### config.mk
export PLATFORM = sky130hd
export DESIGN_NAME = aes_spi_regfile_flat
export DESIGN_NICKNAME = d
export VERILOG_FILES = /design/src/rtl/aes_periph_pkg.sv /design/src/rtl/aes_spi_regfile_if.sv /design/src/rtl/aes_ctrl_fsm.sv /design/src/rtl/aes_spi_regfile.sv /design/src/flat_wrapper.sv
export SDC_FILE = /design/constraint.sdc
export NUM_CORES = 1
export LEC_CHECK = 0
export ABC_AREA = 0
export CAP_MARGIN = 20
export CORE_AREA = 5 5 242 244
export DETAILED_ROUTE_END_ITERATION = 7
export DIE_AREA = 0 0 247 249
export DONT_BUFFER_PORTS = 1
export GPL_TIMING_DRIVEN = 0
export PLACE_DENSITY = 0.45
export SYNTH_ARGS = -nofsm -noshare
export SYNTH_HDL_FRONTEND = slang
export SYNTH_SLANG_ARGS = --single-unit
### constraint.sdc
create_clock -name clk -period 4.6 [get_ports clk]
set_input_delay 0.92 -clock clk [delete_from_list [all_inputs] [get_ports clk]]
set_output_delay 0.92 -clock clk [all_outputs]
set_load 0.05 [all_outputs]
### src/rtl/aes_periph_pkg.sv
// Shared definitions for the AES SPI register bank: address map, CTRL and
// STATUS bit positions, transaction widths, control FSM states and the
// partial-write merge helper.
package aes_periph_pkg;

    // Word addresses
    localparam int ADDR_KEY0   = 'h0;
    localparam int ADDR_DIN0   = 'h4;
    localparam int ADDR_CTRL   = 'h8;
    localparam int ADDR_STATUS = 'h9;
    localparam int ADDR_DOUT0  = 'hC;

    // CTRL register bits (start and clear are pulses, auto is sticky)
    localparam int CTRL_START = 0;
    localparam int CTRL_CLEAR = 1;
    localparam int CTRL_AUTO  = 2;

    // STATUS byte bits
    localparam int STAT_BUSY = 7;
    localparam int STAT_DONE = 6;
    localparam int STAT_ERR  = 5;
    localparam int STAT_AUTO = 4;

    typedef enum logic [1:0] {
        TW_BYTE     = 2'b00,
        TW_HALF     = 2'b01,
        TW_WORD     = 2'b10,
        TW_WORD_ALT = 2'b11
    } txn_width_e;

    typedef enum logic [1:0] {
        ST_IDLE  = 2'd0,
        ST_START = 2'd1,
        ST_RUN   = 2'd2
    } ctrl_state_e;

    // Narrow writes replace only the low byte/half; upper bits are kept.
    function automatic logic [31:0] merge_write(input logic [31:0] old_val,
                                                input logic [31:0] wr_val,
                                                input logic [1:0]  width);
        logic [31:0] result;
        case (txn_width_e'(width))
            TW_BYTE: result = {old_val[31:8],  wr_val[7:0]};
            TW_HALF: result = {old_val[31:16], wr_val[15:0]};
            default: result = wr_val;
        endcase
        return result;
    endfunction

endpackage

### src/rtl/aes_spi_regfile_if.sv
// Register-access bus between the SPI front end (master) and the AES
// register bank (slave).
interface aes_spi_regfile_if #(
    parameter int ADDR_W = 4,
    parameter int REG_W  = 32
);
    logic [ADDR_W-1:0] reg_addr;
    logic [REG_W-1:0]  reg_data_i;
    logic              reg_data_dv;
    logic              reg_addr_v;
    logic [1:0]        txn_width;
    logic [REG_W-1:0]  reg_data_o;
    logic [7:0]        status;

    modport master (
        output reg_addr, reg_data_i, reg_data_dv, reg_addr_v, txn_width,
        input  reg_data_o, status
    );

    modport slave (
        input  reg_addr, reg_data_i, reg_data_dv, reg_addr_v, txn_width,
        output reg_data_o, status
    );
endinterface

### src/rtl/aes_ctrl_fsm.sv
// AES core sequencing: IDLE -> START (one-cycle start pulse) -> RUN until the
// core reports completion. Owns the busy/done/err flags.
module aes_ctrl_fsm
    import aes_periph_pkg::*;
(
    input  logic clk,
    input  logic rstb,
    input  logic ena,
    input  logic i_start_req,   // CTRL.start or auto-start request
    input  logic i_clear,       // CTRL.clear
    input  logic i_kd_wr,       // KEY/DIN write attempt
    input  logic i_aes_done,
    output logic o_aes_start,
    output logic o_busy,
    output logic o_done,
    output logic o_err,
    output logic o_capture      // latch ciphertext this cycle
);

    ctrl_state_e r_state;
    logic        r_aes_start;
    logic        r_busy;
    logic        r_done;
    logic        r_err;

    assign o_aes_start = r_aes_start;
    assign o_busy      = r_busy;
    assign o_done      = r_done;
    assign o_err       = r_err;
    assign o_capture   = ena && (r_state == ST_RUN) && i_aes_done;

    // State sequencing and flag updates; later assignments take priority,
    // so clear acts first and completion / busy violations override it.
    always_ff @(posedge clk or negedge rstb) begin
        if (!rstb) begin
            r_state     <= ST_IDLE;
            r_aes_start <= 1'b0;
            r_busy      <= 1'b0;
            r_done      <= 1'b0;
            r_err       <= 1'b0;
        end else if (ena) begin
            r_aes_start <= 1'b0;
            if (i_clear) begin
                r_done <= 1'b0;
                r_err  <= 1'b0;
            end
            if (r_busy && (i_start_req || i_kd_wr)) begin
                r_err <= 1'b1;
            end
            case (r_state)
                ST_IDLE: begin
                    if (i_start_req) begin
                        r_state     <= ST_START;
                        r_aes_start <= 1'b1;
                        r_busy      <= 1'b1;
                        r_done      <= 1'b0;
                    end
                end
                ST_START: begin
                    r_state <= ST_RUN;
                end
                ST_RUN: begin
                    if (i_aes_done) begin
                        r_state <= ST_IDLE;
                        r_busy  <= 1'b0;
                        r_done  <= 1'b1;
                    end
                end
                default: begin
                    r_state <= ST_IDLE;
                    r_busy  <= 1'b0;
                end
            endcase
        end
    end

endmodule

### src/rtl/aes_spi_regfile.sv
// AES register bank behind the SPI register-access front end. Holds the key,
// plaintext, control and ciphertext words, drives the combinational read mux
// and status byte, and hands start/done sequencing to aes_ctrl_fsm.
// Build option: define AES_KEY_READBACK_EN to make KEY words readable;
// otherwise KEY reads return 0.
module aes_spi_regfile
    import aes_periph_pkg::*;
#(
    parameter int ADDR_W = 4,
    parameter int REG_W  = 32
)(
    input  logic                 clk,
    input  logic                 rstb,
    input  logic                 ena,
    aes_spi_regfile_if.slave     bus,
    output logic [4*REG_W-1:0]   aes_key,
    output logic [4*REG_W-1:0]   aes_din,
    output logic                 aes_start,
    input  logic                 aes_done,
    input  logic [4*REG_W-1:0]   aes_dout
);

    localparam logic [ADDR_W-1:0] GRP_KEY  = ADDR_W'(ADDR_KEY0  / 4);
    localparam logic [ADDR_W-1:0] GRP_DIN  = ADDR_W'(ADDR_DIN0  / 4);
    localparam logic [ADDR_W-1:0] GRP_DOUT = ADDR_W'(ADDR_DOUT0 / 4);
    localparam logic [ADDR_W-1:0] A_CTRL   = ADDR_W'(ADDR_CTRL);
    localparam logic [ADDR_W-1:0] A_STATUS = ADDR_W'(ADDR_STATUS);

    logic [ADDR_W-1:0]       w_group;
    logic [1:0]              w_slot;
    logic                    w_wr;
    logic                    w_is_key;
    logic                    w_is_din;
    logic                    w_is_ctrl;
    logic                    w_key_wr_ok;
    logic                    w_din_wr_ok;
    logic                    w_start_req;
    logic                    w_clear;
    logic                    w_busy;
    logic                    w_done;
    logic                    w_err;
    logic                    w_capture;
    logic                    r_auto;
    logic [7:0]              w_status;
    logic [REG_W-1:0]        w_rdata;
    logic [3:0][REG_W-1:0]   w_key_words;
    logic [3:0][REG_W-1:0]   w_din_words;
    logic [3:0][REG_W-1:0]   w_dout_words;

    // The front end samples reg_data_o combinationally; the read strobe has
    // no side effects here.
    logic w_unused_ok;
    assign w_unused_ok = &{1'b0, bus.reg_addr_v};

    assign w_group   = bus.reg_addr >> 2;
    assign w_slot    = bus.reg_addr[1:0];
    assign w_wr      = ena && bus.reg_data_dv;
    assign w_is_key  = (w_group == GRP_KEY);
    assign w_is_din  = (w_group == GRP_DIN);
    assign w_is_ctrl = (bus.reg_addr == A_CTRL);

    // KEY/DIN are frozen while the core is busy; the attempt flags err.
    assign w_key_wr_ok = w_wr && w_is_key && !w_busy;
    assign w_din_wr_ok = w_wr && w_is_din && !w_busy;

    // Auto-start fires on a write to the last plaintext word.
    assign w_start_req = w_wr && ((w_is_ctrl && bus.reg_data_i[CTRL_START]) ||
                                  (w_is_din && (w_slot == 2'd3) && r_auto));
    assign w_clear     = w_wr && w_is_ctrl && bus.reg_data_i[CTRL_CLEAR];

    aes_ctrl_fsm u_ctrl_fsm (
        .clk         (clk),
        .rstb        (rstb),
        .ena         (ena),
        .i_start_req (w_start_req),
        .i_clear     (w_clear),
        .i_kd_wr     (w_wr && (w_is_key || w_is_din)),
        .i_aes_done  (aes_done),
        .o_aes_start (aes_start),
        .o_busy      (w_busy),
        .o_done      (w_done),
        .o_err       (w_err),
        .o_capture   (w_capture)
    );

    // Sticky auto-start enable, rewritten by every CTRL write.
    always_ff @(posedge clk or negedge rstb) begin
        if (!rstb) begin
            r_auto <= 1'b0;
        end else if (w_wr && w_is_ctrl) begin
            r_auto <= bus.reg_data_i[CTRL_AUTO];
        end
    end

    genvar gi;
    generate
        for (gi = 0; gi < 4; gi++) begin : g_word
            logic [REG_W-1:0] r_key_w;
            logic [REG_W-1:0] r_din_w;
            logic [REG_W-1:0] r_dout_w;

            // Per-word storage: host writes to KEY/DIN, ciphertext capture to DOUT.
            always_ff @(posedge clk or negedge rstb) begin
                if (!rstb) begin
                    r_key_w  <= '0;
                    r_din_w  <= '0;
                    r_dout_w <= '0;
                end else if (ena) begin
                    if (w_key_wr_ok && (w_slot == 2'(gi))) begin
                        r_key_w <= merge_write(r_key_w, bus.reg_data_i, bus.txn_width);
                    end
                    if (w_din_wr_ok && (w_slot == 2'(gi))) begin
                        r_din_w <= merge_write(r_din_w, bus.reg_data_i, bus.txn_width);
                    end
                    if (w_capture) begin
                        r_dout_w <= aes_dout[gi*REG_W +: REG_W];
                    end
                end
            end

            assign w_key_words[gi]  = r_key_w;
            assign w_din_words[gi]  = r_din_w;
            assign w_dout_words[gi] = r_dout_w;
        end
    endgenerate

    assign aes_key = w_key_words;
    assign aes_din = w_din_words;

    // Status byte assembled from the FSM flags and the auto bit.
    always_comb begin
        w_status            = '0;
        w_status[STAT_BUSY] = w_busy;
        w_status[STAT_DONE] = w_done;
        w_status[STAT_ERR]  = w_err;
        w_status[STAT_AUTO] = r_auto;
    end

    // Combinational read mux; unmapped slots read as zero.
    always_comb begin
        w_rdata = '0;
        if (w_is_key) begin
`ifdef AES_KEY_READBACK_EN
            w_rdata = w_key_words[w_slot];
`else
            w_rdata = '0;
`endif
        end else if (w_is_din) begin
            w_rdata = w_din_words[w_slot];
        end else if (w_group == GRP_DOUT) begin
            w_rdata = w_dout_words[w_slot];
        end else if (w_is_ctrl) begin
            w_rdata[CTRL_AUTO] = r_auto;
        end else if (bus.reg_addr == A_STATUS) begin
            w_rdata[7:0] = w_status;
        end
    end

    assign bus.reg_data_o = w_rdata;
    assign bus.status     = w_status;

endmodule

### src/flat_wrapper.sv
// flat-port wrapper written by rule: the top's interface ports become plain ports
module aes_spi_regfile_flat import aes_periph_pkg::*;
#(
    parameter int ADDR_W = 4,
    parameter int REG_W  = 32
)
  (clk, rstb, ena, aes_key, aes_din, aes_start, aes_done, aes_dout, bus_reg_addr, bus_reg_data_i, bus_reg_data_dv, bus_reg_addr_v, bus_txn_width, bus_reg_data_o, bus_status);
  aes_spi_regfile_if #(.ADDR_W(ADDR_W), .REG_W(REG_W)) bus_i ();
  input  logic clk;
  input  logic rstb;
  input  logic ena;
  output logic [4*REG_W-1:0] aes_key;
  output logic [4*REG_W-1:0] aes_din;
  output logic aes_start;
  input  logic aes_done;
  input  logic [4*REG_W-1:0] aes_dout;
  input wire logic [$bits(bus_i.reg_addr)-1:0] bus_reg_addr;
  input wire logic [$bits(bus_i.reg_data_i)-1:0] bus_reg_data_i;
  input wire logic [$bits(bus_i.reg_data_dv)-1:0] bus_reg_data_dv;
  input wire logic [$bits(bus_i.reg_addr_v)-1:0] bus_reg_addr_v;
  input wire logic [$bits(bus_i.txn_width)-1:0] bus_txn_width;
  output wire logic [$bits(bus_i.reg_data_o)-1:0] bus_reg_data_o;
  output wire logic [$bits(bus_i.status)-1:0] bus_status;
  assign bus_i.reg_addr = bus_reg_addr;
  assign bus_i.reg_data_i = bus_reg_data_i;
  assign bus_i.reg_data_dv = bus_reg_data_dv;
  assign bus_i.reg_addr_v = bus_reg_addr_v;
  assign bus_i.txn_width = bus_txn_width;
  assign bus_reg_data_o = bus_i.reg_data_o;
  assign bus_status = bus_i.status;
  aes_spi_regfile #(.ADDR_W(ADDR_W), .REG_W(REG_W)) u_core (.clk(clk), .rstb(rstb), .ena(ena), .bus(bus_i), .aes_key(aes_key), .aes_din(aes_din), .aes_start(aes_start), .aes_done(aes_done), .aes_dout(aes_dout));
endmodule
Word level (Yosys, flattened, before mapping)
Index checks and enable logic that the tools add are counted.
{"block": "classes", "addsub": 0, "mul": 0, "div": 0, "order_cmp": 1, "n_eq_ne": 12, "shifts": 0, "muxes": 27, "n_bitwise": 3, "n_reduce_logical": 60}
{"op": "binary-select mux 32 bit (select 2 bit)", "count": 2}
{"op": "2-to-1 mux 32 bit", "count": 4}
{"op": "case mux 32 bit (2 select lines)", "count": 1}
{"op": "AND reduction 4 bit", "count": 9}
{"op": "AND reduction 3 bit", "count": 9}
{"op": "2-to-1 mux 24 bit", "count": 1}
{"op": "logical AND 1 bit", "count": 23}
{"op": "AND reduction 2 bit", "count": 10}
{"op": "2-to-1 mux 8 bit", "count": 2}
{"op": "2-to-1 mux 1 bit", "count": 10}
{"op": "== test 2 x 1 -> 1 bit (second input constant)", "count": 4}
{"op": "== test 2 bit (second input constant)", "count": 4}
{"op": "== test 4 bit (second input constant)", "count": 2}
{"op": "zero test 2 bit", "count": 3}
{"op": "2-to-1 mux 2 bit", "count": 3}
{"op": "case mux 2 bit (3 select lines)", "count": 1}
{"op": "2-to-1 mux 5 bit", "count": 1}
{"op": "zero test 4 bit", "count": 1}
{"op": "inequality test 2 bit (second input constant)", "count": 2}
{"op": "logical OR 1 bit", "count": 3}
{"op": "< comparator 2 x 3 -> 1 bit (second input constant)", "count": 1}
{"op": "NOT 1 bit", "count": 3}
{"op": "case mux 1 bit (3 select lines)", "count": 1}
{"op": "case mux 1 bit (2 select lines)", "count": 1}
{"op": "other kinds (2)", "count": 2}
{"block": "word_totals", "regBits": 391, "latch_bits": 0, "mem_bits_rw": 0, "romBits": 0, "in_bits": 172, "wordCells": 137, "memories": 0}

Depth between registers and ports, before layout
{"block": "logic_depth", "word_depth": 9, "mapped_depth": 8}

Hierarchy
From an unflattened synthesis, not the netlist that was laid out.
{"block": "unflattened", "hier_cells": 1066, "hier_area_um2": 17000.1}
{"mod": "aes_spi_regfile", "instances": 1, "cells_per_inst": 1038, "area_per_inst_um2": 16717.3, "seq_area_each_um2": 9634.2}
{"mod": "aes_ctrl_fsm", "instances": 1, "cells_per_inst": 28, "area_per_inst_um2": 282.8, "seq_area_each_um2": 150.1}

Worst setup path before layout
OpenSTA, ideal clock, no wires.
{"block": "synth_path", "kind": "input-to-output", "start": "in bus_reg_addr[0]", "end": "out bus_reg_data_o[2]", "arrival_ns": 2.770, "t_required_ns": 3.680, "setup_slack_ns": 0.910, "stages": 8, "path_buffers": 4, "path_cell_list": "clkbuf_2 buf_2 buf_4 buf_4 mux2i_1 o22ai_1 nor2_1 a31oi_1"}
{"block": "synth_between", "elab_chain_cells": 5, "word_cells_on_any_way": 9, "classes_between": "1 x eq/ne; 8 x mux"}
{"element": "start: declaration", "line_no": "flat_wrapper.sv:17", "text": "input wire logic [$bits(bus_i.reg_addr)-1:0] bus_reg_addr;"}
{"element": "== test 4 bit or binary-select mux 32 bit (select 2 bit) (tied branches)", "line_no": "aes_spi_regfile.sv:60, aes_spi_regfile.sv:151"}
{"element": "2-to-1 mux 1 bit or 2-to-1 mux 32 bit (tied branches)", "line_no": "aes_spi_regfile.sv:152, aes_spi_regfile.sv:151"}
{"element": "2-to-1 mux 8 bit", "line_no": "aes_spi_regfile.sv:150", "text": "end else if (w_group == GRP_DOUT) begin"}
{"element": "2-to-1 mux 32 bit *", "line_no": "aes_spi_regfile.sv:148", "text": "end else if (w_is_din) begin"}
{"element": "2-to-1 mux 32 bit *", "line_no": "aes_spi_regfile.sv:142", "text": "if (w_is_key) begin"}
{"element": "end: declaration", "line_no": "flat_wrapper.sv:22", "text": "output wire logic [$bits(bus_i.reg_data_o)-1:0] bus_reg_data_o;"}
Every way passes the cells marked *; elsewhere a longest branch is shown, timed or not. The select of a mux whose other input is x is not followed.

Final worst setup path
{"block": "layout_path", "start": "in bus_reg_addr[1]", "end": "out bus_reg_data_o[2]"}
The elaborated chain is that of the path after synthesis.

==> results.ini <==
[power_and_ir_drop]
power_density_mw_per_mm2=579
p_leak_nw=8.74
peakVddDrop_mv=0.266
power_mw=11.1

[sta]
finClkSkew_ns=0.0226
worstMarginPinSlew_ns=1.19
finalHoldViolations=0
setup_viol=0
fin_setup_tns_ns=0
holdWs_ns=0.0758
finalCriticalPeriod_ns=3.90
maxSlewViolCount=0
grt_setup_unrepaired=false
worst_slack_ns=0.696
relSlewSlack_pct=20.7
fmax_mhz=256
post-route-period-util_pct=84.9

[clock_network]
cts_buffer_depth=3
cts_tree=built
hold_buffers=0
clkLatencyLatePin_ns=0.59
clkTransAtPathRegs_ns=0.05
post_cts_buffers=0
htree_levels=2
cts_buffers=46
cts_sinks=391
cts_root_buf=clkbuf_16
cts_repair_resize_count=0

[routing]
ant_nets=0
drt-initial-drc-count=528
drc=0
postRouteWirelength_um=57400
routed-via-count=9445
wire_per_inst_um=30.5
firstDrtPassIters=4
via_per_inst=5.02

[synth]
synth_mux_area_share_pct=34.5
synth_area_per_cell_um2=16.3
synth_fa_ha_area_share_pct=0
synth_seq_area_share_pct=58.6
ys.flop_type=dfrtp_1
synth_edf_count=0
yosysWarnings=0
synth_top_family_by_area=multiplexers
syn_inst=1025
syn-cell-area_mm2=0.0167
ys_types=44
ys_ff_latch=391
synth_xor_area_share_pct=0
yosys.area_share.simple_pct=2.44
synthArstFlopShare_pct=100
synth-compound-area-share_pct=2.38

[run]
cap_violations=0

[global_route]
grt_overflow=0
grt_use_total_pct=18.2
grt_pass1_wl_um=81300
grt_pass1_vias=10200
grt_start_max_net_pins=392
antenna_found_initial=27

[placed_design]
placed_cell_area_mm2=0.0177
gp_congestion=0.771
pre_cts_ws_ns=0.589
dpl.hpwl_um=41900
port_buffers=0

[setup_path]
startpoint_type=input pin
critPathMaxFanout=10
worst_ep_required_time_ns=3.68
critical_path_class=in2out
cp_data_arrival_time_ns=2.98
end_kind=primary output

[final_layout]
area_delta_synth_final_pct=15.4
nets=1254
drive_gt1_share_pct=53.1
fin_area_mm2=0.0193

[floorplan]
dieArea_mm2=0.0615
die_h_um=249
die_w_um=247
io_pins=469
num_rows=87
core_area_mm2=0.0561
start_util_pct=29.8

[run_status]
outcome=finished, final reports clean

[worst_hold_path]
worstHoldPathType=in2async

==> logic make-up (layout without fill, tap and decap cells) <==
| family | Yosys count | in the layout |
|---|---|---|
| multiplexers | 454 | 454 |
| flip-flops | 391 | 391 |
| buffers and inverters | 65 | 150 |
| AND/OR/NAND/NOR | 62 | 62 |
| AO/OA/AOI/OAI | 52 | 52 |
| other | 1 | 16 |
==> critical path, stage by stage <==
cell,delay (ns)
buf_2,0.24
clkbuf_1,0.65
nand2_1,0.32
o22ai_1,0.22
nor2_1,0.06
a31oi_1,0.30
buf_4,0.27
==> path summary, 6_finish.rpt <==
| kind | depth (start not counted) | end | startpoint | slack [ns] |
|---|---|---|---|---|
| setup / recovery | 7 | bus_reg_data_o[2] | bus_reg_addr[1] | 0.70 |
| hold / removal | 0 | u_core.g_word[2].r_key_w[18] | rstb | 0.08 |
| setup reg to reg | 4 | u_core.g_word[3].r_din_w[22] | u_core.u_ctrl_fsm.o_busy | 2.11 |
| max in group asynchronous | 0 | u_core.g_word[0].r_key_w[3] | rstb | 3.58 |
| min in group clk | 1 | u_core.g_word[2].r_key_w[25] | bus_reg_data_i[25] | 0.47 |
| hold reg to reg | 1 | u_core.g_word[2].r_dout_w[11] | u_core.g_word[2].r_dout_w[11] | 0.50 |
==> sequential cells by signal, summed over array words and instances, names as in the netlist <==
register,count
u_core.u_ctrl_fsm.o_aes_start,1
u_core.u_ctrl_fsm.o_err,1
u_core.r_auto,1
u_core.u_ctrl_fsm.o_done,1
u_core.u_ctrl_fsm.o_busy,1
u_core.g_word.r_key_w,128
u_core.u_ctrl_fsm.r_state,2
u_core.g_word.r_din_w,128
u_core.g_word.r_dout_w,128
==> where the power goes <==
part / switching [mW] / internal, mW / leakage, nW
clock network: 1.52 / 2.20 / 0.742
registers: 1.85 / 4.15 / 5.10
logic: 0.595 / 0.828 / 2.90
==> synth_stat cells, types with 2 or more instances <==
cell,n,area (µm²)
dfrtp_1,391,9780
mux2_2,385,4340
mux4_2,59,1330
buf_2,31,155
a22o_1,27,236
clkbuf_1,15,56.3
buf_4,13,97.6
nand2_1,12,45.0
nor2_2,12,75.1
mux2i_1,10,100
nor2_1,8,30.0
o21ai_0,5,25.0
o22ai_1,5,31.3
a21oi_1,4,20.0
a22oi_1,4,30.0
inv_1,3,11.3
nand2b_1,3,18.8
nand4_1,3,18.8
nor3_4,3,48.8
o211ai_1,3,22.5
and2_1,2,12.5
nand2_2,2,12.5
nand3_1,2,10.0
nor2b_1,2,12.5
or3_1,2,12.5
==> routing by layer <==
metal  up-vias  track usage [%]  part of all wire, %
met5         -                0                 0.35
met2       311             30.5                   49
li1       3936                -                    -
met4        30             3.68                  1.7
met3        92             8.18                  9.9
met1      5076             21.8                   39
==> layout make-up <==
type | count | area, µm²
fill | 5469 | 36800
sequential | 391 | 9780
multi-input combinational | 572 | 6580
clock buffer | 54 | 1190
tap | 756 | 946
clock inverter | 25 | 334
buffer | 62 | 329
timing repair buffer | 6 | 52.6
antenna | 12 | 30.0
inverter | 3 | 11.3
==> per-stage QoR <==
stage | utilization, % | std cells
after floorplan | - | 1028
after detailed placement | 31.6 | 1790
final | 34.4 | 1881
after global routing | 34.3 | 1871
after CTS | 34.3 | 1869
after global placement | 31.5 | 1784
==> placed cells by master (no fill, tap or decap), drive strengths merged, types with 2 or more instances in the layout <==
cell type / count
a21oi: 4
a22o: 27
a22oi: 4
and2: 2
buf: 52
bufinv: 6
clkbuf: 70
clkinv: 12
clkinvlp: 4
conb: 4
dfrtp: 391
diode: 12
inv: 6
mux2: 385
mux2i: 10
mux4: 59
nand2: 14
nand2b: 4
nand3: 3
nand4: 4
nor2: 20
nor2b: 2
nor3: 4
o211ai: 3
o21ai: 5
o22ai: 5
or3: 2
(Power assumes the default switching activity.)
